--- config.mk ---
export PLATFORM = sky130hd
export DESIGN_NAME = serial_tx
export DESIGN_NICKNAME = d
export VERILOG_FILES = /design/src/rtl/serial_tx.sv
export SDC_FILE = /design/constraint.sdc
export NUM_CORES = 1
export LEC_CHECK = 0
export CORE_MARGIN = 2
export CORE_UTILIZATION = 45
export CTS_BUF_LIST = sky130_fd_sc_hd__clkbuf_8
export DETAILED_ROUTE_END_ITERATION = 7
export PLACE_DENSITY = 0.75
export RECOVER_POWER = 25
export SLEW_MARGIN = 20
export SYNTH_ARGS = -nofsm -noshare
export SYNTH_HDL_FRONTEND = slang
export SYNTH_SLANG_ARGS = --single-unit
--- constraint.sdc ---
create_clock -name clk -period 1.9 [get_ports clk]
set_input_delay 0.475 -clock clk [delete_from_list [all_inputs] [get_ports clk]]
set_output_delay 0.475 -clock clk [all_outputs]
set_load 0.05 [all_outputs]
--- src/rtl/serial_tx.sv ---
// -----------------------------------------------------------------------------
// serial_tx
// Transmit side of the single-wire serial link. A WIDTH-bit word is accepted
// over a valid/ready handshake and sent on tx_line as:
//   start (0), data LSB first, [even parity], stop (1)
// Each bit is held for CLKS_PER_BIT clocks. The line idles high.
//
// Optional feature: define SERIAL_TX_PARITY_EN to insert an even-parity bit
// between the last data bit and the stop bit (frame = WIDTH+3 bits instead of
// WIDTH+2). Ports are identical in both builds.
//
// Ports:
//   clk       in   1      clock, all state on posedge
//   rst_n     in   1      asynchronous active-low reset
//   tx_data   in   WIDTH  word to send, sampled only at accept
//   tx_valid  in   1      producer has a word
//   tx_ready  out  1      block can accept (accept = tx_valid & tx_ready)
//   tx_line   out  1      serial output, idles high
//   busy      out  1      high from the cycle after accept to the last stop cycle
// -----------------------------------------------------------------------------
module serial_tx #(
    parameter int WIDTH        = 8,
    parameter int CLKS_PER_BIT = 4
) (
    input  logic             clk,
    input  logic             rst_n,
    input  logic [WIDTH-1:0] tx_data,
    input  logic             tx_valid,
    output logic             tx_ready,
    output logic             tx_line,
    output logic             busy
);

    localparam int CW = $clog2(CLKS_PER_BIT) + 1;
    localparam int BW = $clog2(WIDTH) + 1;
    localparam logic [CW-1:0] CNT_LAST = CW'(CLKS_PER_BIT - 1);
    localparam logic [BW-1:0] BIT_LAST = BW'(WIDTH - 1);

    typedef enum logic [2:0] {
        S_IDLE   = 3'd0,
        S_START  = 3'd1,
        S_DATA   = 3'd2,
        S_PARITY = 3'd3,
        S_STOP   = 3'd4
    } state_t;

    state_t           r_state;
    logic [WIDTH-1:0] r_shift;
    logic [CW-1:0]    r_cnt;
    logic [BW-1:0]    r_bit;
    logic             r_line;
    logic             r_ready;
    logic             r_busy;
`ifdef SERIAL_TX_PARITY_EN
    logic             r_parity;
`endif

    wire w_bit_done = (r_cnt == CNT_LAST);

    // The value driven onto the line is decided one cycle ahead, at the
    // transition into each bit, so tx_line is a plain register.
    always_ff @(posedge clk or negedge rst_n) begin
        if (!rst_n) begin
            r_state  <= S_IDLE;
            r_shift  <= '0;
            r_cnt    <= '0;
            r_bit    <= '0;
            r_line   <= 1'b1;
            r_ready  <= 1'b0;
            r_busy   <= 1'b0;
`ifdef SERIAL_TX_PARITY_EN
            r_parity <= 1'b0;
`endif
        end else begin
            case (r_state)
                S_IDLE: begin
                    r_line  <= 1'b1;
                    r_busy  <= 1'b0;
                    r_ready <= 1'b1;
                    r_cnt   <= '0;
                    r_bit   <= '0;
                    // r_ready is still low on the first cycle after reset,
                    // so a tx_valid held through reset is not taken early.
                    if (tx_valid && r_ready) begin
                        r_shift <= tx_data;
`ifdef SERIAL_TX_PARITY_EN
                        r_parity <= ^tx_data;
`endif
                        r_state <= S_START;
                        r_line  <= 1'b0;
                        r_ready <= 1'b0;
                        r_busy  <= 1'b1;
                    end
                end

                S_START: begin
                    if (w_bit_done) begin
                        r_cnt   <= '0;
                        r_bit   <= '0;
                        r_state <= S_DATA;
                        r_line  <= r_shift[0];
                        r_shift <= r_shift >> 1;
                    end else begin
                        r_cnt <= r_cnt + CW'(1);
                    end
                end

                S_DATA: begin
                    if (w_bit_done) begin
                        r_cnt <= '0;
                        if (r_bit == BIT_LAST) begin
`ifdef SERIAL_TX_PARITY_EN
                            r_state <= S_PARITY;
                            r_line  <= r_parity;
`else
                            r_state <= S_STOP;
                            r_line  <= 1'b1;
`endif
                        end else begin
                            r_bit   <= r_bit + BW'(1);
                            r_line  <= r_shift[0];
                            r_shift <= r_shift >> 1;
                        end
                    end else begin
                        r_cnt <= r_cnt + CW'(1);
                    end
                end

`ifdef SERIAL_TX_PARITY_EN
                S_PARITY: begin
                    if (w_bit_done) begin
                        r_cnt   <= '0;
                        r_state <= S_STOP;
                        r_line  <= 1'b1;
                    end else begin
                        r_cnt <= r_cnt + CW'(1);
                    end
                end
`endif

                S_STOP: begin
                    if (w_bit_done) begin
                        // Return to IDLE with ready already high: this gives the
                        // single idle-high cycle between back-to-back frames.
                        r_cnt   <= '0;
                        r_state <= S_IDLE;
                        r_line  <= 1'b1;
                        r_busy  <= 1'b0;
                        r_ready <= 1'b1;
                    end else begin
                        r_cnt <= r_cnt + CW'(1);
                    end
                end

                default: begin
                    r_state <= S_IDLE;
                    r_line  <= 1'b1;
                    r_busy  <= 1'b0;
                    r_ready <= 1'b0;
                    r_cnt   <= '0;
                end
            endcase
        end
    end

    assign tx_line  = r_line;
    assign tx_ready = r_ready;
    assign busy     = r_busy;

endmodule
# Word level (Yosys, flattened, before mapping)
# Index checks and enable logic that the tools add are counted.
[classes]
add_sub_neg = 2
n_eq_ne = 11
n_mux = 27
bitwise_logic = 1
reduce_logical = 10
[ops]
columns = ["op", "count"]
rows = [
  ["two-way mux 8 bit", 4],
  ["case mux 8 bit (3 select lines)", 1],
  ["two-way mux 3 bit", 7],
  ["two-way mux 4 bit", 3],
  ["inequality test 2 bit, second input constant", 6],
  ["case mux 3 bit (4 select lines)", 1],
  ["case mux 4 bit (3 select lines)", 1],
  ["AND reduction 5 bit", 2],
  ["two-way mux 1 bit", 7],
  ["equality test 3 x 2 -> 1 bit, second input constant", 2],
  ["case mux 1 bit (3 select lines)", 2],
  ["adder 4 x 1 -> 4 bit, second input constant", 1],
  ["equality test 4 x 3 -> 1 bit, second input constant", 1],
  ["case mux 1 bit (4 select lines)", 1],
  ["AND reduction 4 bit", 1],
  ["adder 3 x 1 -> 3 bit, second input constant", 1],
  ["equality test 3 x 1 -> 1 bit, second input constant", 1],
  ["equality test 3 bit, second input constant", 1],
  ["logical NOT 3 bit", 1],
  ["AND reduction 3 bit", 1],
  ["nonzero test 3 bit", 1],
  ["OR reduction 3 bit", 1],
  ["AND reduction 2 bit", 1],
  ["OR reduction 2 bit", 1],
  ["other kinds (2)", 2],
]
[word_totals]
ff_bits = 21
input_bits = 11
output_inout_bits = 3
elab_cells = 58

# Logic depth before layout (Yosys ltp)
# Gate-level depths: netlist of the first run.
[depth]
depth_word = 4
depth_mapped = 6
ltp_nobuf = 5

# Worst setup path before layout of the first run
# No wires, ideal clock.
[synth_path]
kind = "register to register"
startpoint = "reg r_ready (netlist: tx_ready)"
endpoint = "reg r_shift[0]"
setup_time_ps = 125
arrival_ps = 1675
t_required_ps = 1775
path_slack_ps = 100
path_stages_with_launch = 5
n_path_buf = 0
synth_period_minus_slack_ps = 1800
path_cell_list = "dfrtp_1 > and3b_1 > a311oi_2 > nor3_4 > mux2_2"
[synth_between]
elab_chain_cells = 3
[synth_rtl]
columns = ["item", "line", "rtl"]
rows = [
  ["start, declared", "52", "logic r_ready;"],
  ["start signal, assigned", "69", "r_ready <= 1'b0;"],
  ["start signal, assigned", "79", "r_ready <= 1'b1;"],
  ["start signal, assigned", "91", "r_ready <= 1'b0;"],
  ["logical AND 1 bit", "84", "if (tx_valid && r_ready) begin"],
  ["inequality test 2 bit (no line)", "n/a", ""],
  ["AND reduction 5 bit (no line)", "n/a", ""],
  ["end signal, assigned", "85", "r_shift <= tx_data;"],
  ["end signal, assigned", "102", "r_shift <= r_shift >> 1;"],
  ["end signal, assigned", "122", "r_shift <= r_shift >> 1;"],
  ["end, declared", "48", "logic [WIDTH-1:0] r_shift;"],
]
# Every way passes these cells.
# A chain may end at the register's enable or synchronous reset.

# Worst setup path in the final report of the first run
[layout_path]
startpoint = "in tx_valid"
endpoint = "reg r_shift[1]"
[layout_between]
elab_chain_cells = 3
[layout_rtl]
columns = ["item", "line", "rtl"]
rows = [
  ["start, declared", "28", "input logic tx_valid,"],
  ["logical AND 1 bit", "84", ""],
  ["inequality test 2 bit (no line)", "n/a", ""],
  ["AND reduction 5 bit (no line)", "n/a", ""],
]
# Every way passes these cells.

==> metrics.csv, run 1 <==
metric,value,unit
hold_sp,r_cnt[0],
Post-synth top cells,"20 x dfrtp_1, 16 x mux2_2, 10 x o21ai_0",
r2r worst-path depth,6,
Hold/Removal Path Class,flop to flop,
FP Rows,18,
Post-Syn Area,1157,sq um
synthesis-to-layout area growth,24.65,%
CP Depth,6,
Die Y,54.72,microns
Max Cap Viol,0,
Post-synth ARST share,1.000,
DRC viols,0,
Max-slew headroom,0.2671,
Yosys Warn Count,0,
crit path kind,input port to flop,
pin count of the biggest net entering global routing,22,
synthesized flop and latch total,21,
Final #Nets,145,
worst-path maximum fanout,8,
Post-Route WL,2148,microns
Die X,54.72,microns
fmax,546.6,MHz
CP max stage cell,clkdlybuf4s50_1,
Power Dens Cells,1521,nW/um^2
hold depth,1,
"Reg clk slew, reported paths",0.07,ns
Max VDD drop,887.3,uV
first-pass GRT wire length,3663,microns
crit path DAT,1.97,ns
Clock Latency Late Sink,0.25,ns
Tcrit/Tclk final,0.9629,
Initial Utilization,0.4715,
Filler cells,205,
Main synth FF type,dfrtp_1,
dpl hpwl,1625,microns
status,"finished, final reports clean",
Synth top area share,0.4324,
sequential area share after synthesis,0.4551,
startpoint class of the critical path,input port,
top cell family by delay on the critical path,buffers and inverters,
I/O Buffers,13,
drt initial violations,10,
Avg WL per Cell,13.34,microns
Hold Path Sink,r_cnt[0],
Unique masters post-synth,37,
crit-path max cell delay,0.42,ns
Final Core Density,0.5877,
clock root buffer,clkbuf_8,
initial antenna violation count,0,
layout cell share with drive strength beyond 1,0.2824,
Final Wtd Congestion,0.9291,
vias in the first global route,871,
clock skew,0.001711,ns
clock buffer depth,2,
TritonCTS Buffers,3,
post-synth top area cell,dfrtp_1,
cells taking the most area after synthesis,"dfrtp_1 43%, mux2_2 16%, o21ai_0 4.3%, nor2_1 2.6%, dfstp_2 2.3%",
Overflow after GRT,0,
CP endpoint kind,flop,
ANT cells,0,
Synth Net Count,121,
most frequent cell after synthesis,dfrtp_1,
fin crit period,1.829,ns
Hold Slack,0.4390,ns
io pins,14,
post-route ant nets,0,
Final setup viols,0,
worst path required time,2.04,ns
CTS tree,built,
# clock sinks,21,
CP cell instances,clkdlybuf4s50_1 > and3b_1 > a311oi_2 > nor3_4 > buf_12 > mux2_2,
WP buf/inv,2,
Vias/cell,5.404,
total track usage,0.1782,
hold buffer count at cts,0,
"Hold Vio Cnt, Final",0,
routed vias,870,
worst reg2reg setup slack,0.09,ns
DRT Pass-1 Iters,4,
Leak,0.6282,nW
max-slew violations,0,
Syn Area/Cell,10.72,sq um
CORE AREA,2455,sq um
die footprint,2994,sq um
H-Tree Depth,1,
r2r startpoint,r_bit[0],
overall power,2.194,mW
post-synthesis cell count,108,
Worst Max-Slew Pin Slew,1.099,ns
r2r endpoint,r_shift[1],
"EDFF count, synth",0,
[state kept, by name, summed over array words and instances, names as in the netlist]
name / flops
busy: 1
r_cnt: 3
tx_ready: 1
r_state: 3
r_shift: 8
tx_line: 1
r_bit: 4
[layer usage]
metal	routed length, microns	part of all wire	track usage	vias up
li1	-	-	-	437
met1	993	0.46	0.2066	408
met2	1029	0.48	0.2956	17
met3	57	0.027	0.02459	8
met4	68	0.032	0.1333	0
met5	0	0	0	-
[final cells by class]
cell class | count | area, sq um | share of cell area
inverter | 3 | 11.26 | 0.007806
multi-input combinational | 79 | 595.6 | 0.4128
tap | 30 | 37.54 | 0.02602
timing repair buffer | 24 | 226.5 | 0.1570
sequential | 21 | 526.8 | 0.3651
clock inverter | 1 | 3.754 | 0.002602
clock buffer | 3 | 41.29 | 0.02862
[cells by family (layout without fill, tap and decap cells)]
logic type | count (synthesis) | count (layout) | share of synthesized area
AOI/OAI and AO/OA | 23 | 23 | 0.1341
buffers and inverters | 8 | 31 | 0.03027
xor gates and xnor gates | 1 | 1 | 0.007569
and+or+nand+nor | 36 | 36 | 0.1870
DFF | 21 | 21 | 0.4551
muxes | 17 | 17 | 0.1643
adders and majority gates | 2 | 2 | 0.02162
[report_power, final]
group / total (mW) / switching (mW) / internal [mW]
Clock: 0.282 / 0.138 / 0.144
Sequential: 0.721 / 0.109 / 0.613
Combinational: 1.19 / 0.536 / 0.655
Total: 2.19 / 0.783 / 1.41
[stage by stage]
| step | cells | instance area [sq um] | setup slack [ns] | TNS, ns |
|---|---|---|---|---|
| detailed placement | 156 | 1381 | -0.2579 | -1.972 |
| CTS | 160 | 1426 | 0.002949 | 0 |
| floorplan | 108 | 1157 | 0.09994 | 0 |
| finish | 161 | 1443 | 0.07054 | 0 |
| global route | 161 | 1443 | -0.005696 | -0.005696 |
| global placement | 156 | 1381 | -0.2090 | -1.665 |
[how the worst max path moves through the flow]
stage	slack, ns	start	end
6_report	0.07	tx_valid	r_shift[1]
5_1_grt	-0.006	r_bit[0]	r_shift[1]
4_1_cts	0.003	r_bit[0]	r_shift[1]
3_5_place_dp	-0.26	tx_valid	r_shift[6]
3_3_place_gp	-0.21	tx_valid	r_shift[1]
2_1_floorplan	0.1	tx_ready	r_shift[0]
[cell usage in the layout, fill, tap and decap left out, types with 4 or more instances in the layout]
master	synthesis	layout
dfrtp_1	20	20
nand2b_1	4	4
buf_4	0	11
nand2_1	4	4
clkdlybuf4s50_1	0	10
nor2_1	8	8
mux2_2	16	16
inv_1	3	4
o21ai_0	10	10
[worst register-to-register path: stages (launching register included)]
cell	delay [ns]
dfrtp_1	0.43
ha_1	0.25
nand3b_1	0.16
a311oi_2	0.15
nor3_4	0.24
buf_12	0.15
mux2_2	0.33
[repair_timing]
action / 4_1_cts / 5_1_grt
buffers inserted: 0 / 1
setup endpoints to repair: 0 / 9
resized for setup: 0 / 1
Note: power is estimated with default switching activity, not from simulation.
==> run 2: changes to the inputs <==
CTS_CLUSTER_DIAMETER = 100   (was unset)
GPL_ROUTABILITY_DRIVEN = 0   (was unset)
SLEW_MARGIN = 30   (was 20)
==> results of run 2 <==
No change in the layout: final DEF, timing and power equal those of run 1.
==> run 3: changes to the inputs <==
CTS_CLUSTER_DIAMETER = unset   (was 100)
HOLD_SLACK_MARGIN = 0.12   (was unset)
==> results of run 3 <==
No change in the layout: final DEF, timing and power equal those of run 1.
==> RTL edit, RTL diff (settings of run 2) <==
Encoding of `state_t`: now one-hot (5 bits for 5 states).
--- a/src/rtl/serial_tx.sv
+++ b/src/rtl/serial_tx.sv
@@ -37,10 +37,10 @@
     localparam logic [BW-1:0] BIT_LAST = BW'(WIDTH - 1);
 
-    typedef enum logic [2:0] {
-        S_IDLE   = 3'd0,
-        S_START  = 3'd1,
-        S_DATA   = 3'd2,
-        S_PARITY = 3'd3,
-        S_STOP   = 3'd4
+    typedef enum logic [4:0] {
+        S_IDLE   = 5'b00001,
+        S_START  = 5'b00010,
+        S_DATA   = 5'b00100,
+        S_PARITY = 5'b01000,
+        S_STOP   = 5'b10000
     } state_t;
 
Function: no difference found for any inputs over 10 cycles, from zero or initial values and one cycle with rst_n low; not proved beyond that.
==> RTL edit against run 2 <==
  * Clock power up 55%
  * Die area up 6.1%
  * Combinational power is 43% lower
  * Clock skew increased by 0.00086 ns
  * Synthesized area grew 6.6%
  * Design area increased by 8.0%
  * Wire length up 14%
  * Setup slack got worse by 0.019 ns
  * Sequential cell count is 1 higher
  * Total power decreased by 17%
  * Via count grew 10%
==> RTL edit: results <==
metrics = {
    "logic_synthesis": {
        "synth_common_cells": "dfrtp_1 (20), mux2_2 (12), a21oi_1 (8), inv_1 (6), nand2_1 (5)",
        "synth.area.top_cells": "dfrtp_1 (41%), mux2_2 (11%), dfstp_2 (4.3%)",
        "muxShareOfSynthArea_pct": 15.1,
        "synth_fp_nets": 127,
        "synth_xor_area_share_pct": 1.42,
        "synth_compound_area_share_pct": 13.2,
        "synth.distinct_cells": 43,
        "synthAdderAreaFrac_pct": 2.03,
    },
    "grt": {
        "grt_pass1_vias": 948,
        "grt_pass1_wl_um": 4270,
    },
    "critical_path": {
        "slowest_stage": "dfrtp_2",
        "max_stage_delay_ns": 0.46,
        "arrival_ns": 2.00,
        "reg2reg_slack_ns": 0.05,
        "crit_path_start": "r_state[2]$_DFFE_PN0P_",
        "r2r-end": "r_shift[6]$_DFFE_PN0P_",
    },
    "final_layout": {
        "fillCellCount": 206,
        "top_regs": "r_shift x8, r_bit x4, r_state x4",
        "drive_above_1_share_pct": 31.7,
    },
    "sta": {
        "slew_headroom_pct": 64.2,
        "holdWs_ns": 0.451,
        "skew_ns": 0.00257,
    },
    "pwr": {
        "max-vdd-ir-drop_uv": 787,
        "p_leak_nw": 0.674,
    },
    "routing": {
        "initialDrtViolationCount": 26,
        "wl_per_cell_um": 14.5,
        "vias_per_cell": 5.67,
    },
    "place": {
        "pre_cts_ws_ns": -0.130,
        "place_hpwl_um": 1750,
    },
    "outcome": {
        "run_status": "finished clean",
    },
}
## RTL edit: kinds of logic (layout without fill, tap and decap cells)
group / count (synthesis) / count (layout)
and+or+nand+nor: 36 / 36
adders and majority gates: 2 / 2
muxes: 17 / 17
xor gates and xnor gates: 2 / 2
AOI/OAI and AO/OA: 23 / 23
buffers and inverters: 12 / 37
DFF: 22 / 22
## RTL edit: area by class of cell
type | count | area (um^2) | share of cell area [%]
clock buffers | 3 | 41.3 | 2.65
repair buffers | 27 | 238 | 15.3
flip-flops and latches | 22 | 556 | 35.7
well taps | 30 | 37.5 | 2.41
clock inverters | 1 | 30.0 | 1.93
multi-input cells | 80 | 633 | 40.6
inverters | 6 | 22.5 | 1.45
## RTL edit: power by group
part	total, W	internal, W	switching, W	leakage (nW)
Clock	0.000438	0.000281	0.000157	0.0357
Sequential	0.000714	0.000614	0.000100	0.276
Combinational	0.000679	0.000343	0.000336	0.362
## RTL edit: metrics by stage
stage / cells / power (W) / area [um^2] / utilization [%] / setup TNS, ns
after floorplan: 114 / 0.00117 / 1230 / - / 0
after global placement: 165 / 0.00135 / 1470 / 57.7 / -0.498
after detailed placement: 165 / 0.00138 / 1470 / 57.7 / -0.809
after CTS: 169 / 0.00182 / 1540 / 60.5 / 0
after global routing: 169 / 0.00193 / 1560 / 61.2 / -0.0216
final: 169 / 0.00183 / 1560 / 61.2 / 0
## RTL edit: routing by layer
metal	GRT usage, %	share of wire [%]
met5	0	0
met4	6.12	0.69
met3	3.23	3.3
met2	28.1	49
met1	22.0	47
## RTL edit: worst register-to-register path: cells and delay by family (launching register included)
family | cells | cell delay, ns
xor+xnor | 1 | 0.14
flops | 1 | 0.46
buf+inv | 1 | 0.20
mux | 2 | 0.57
simple gates | 1 | 0.38
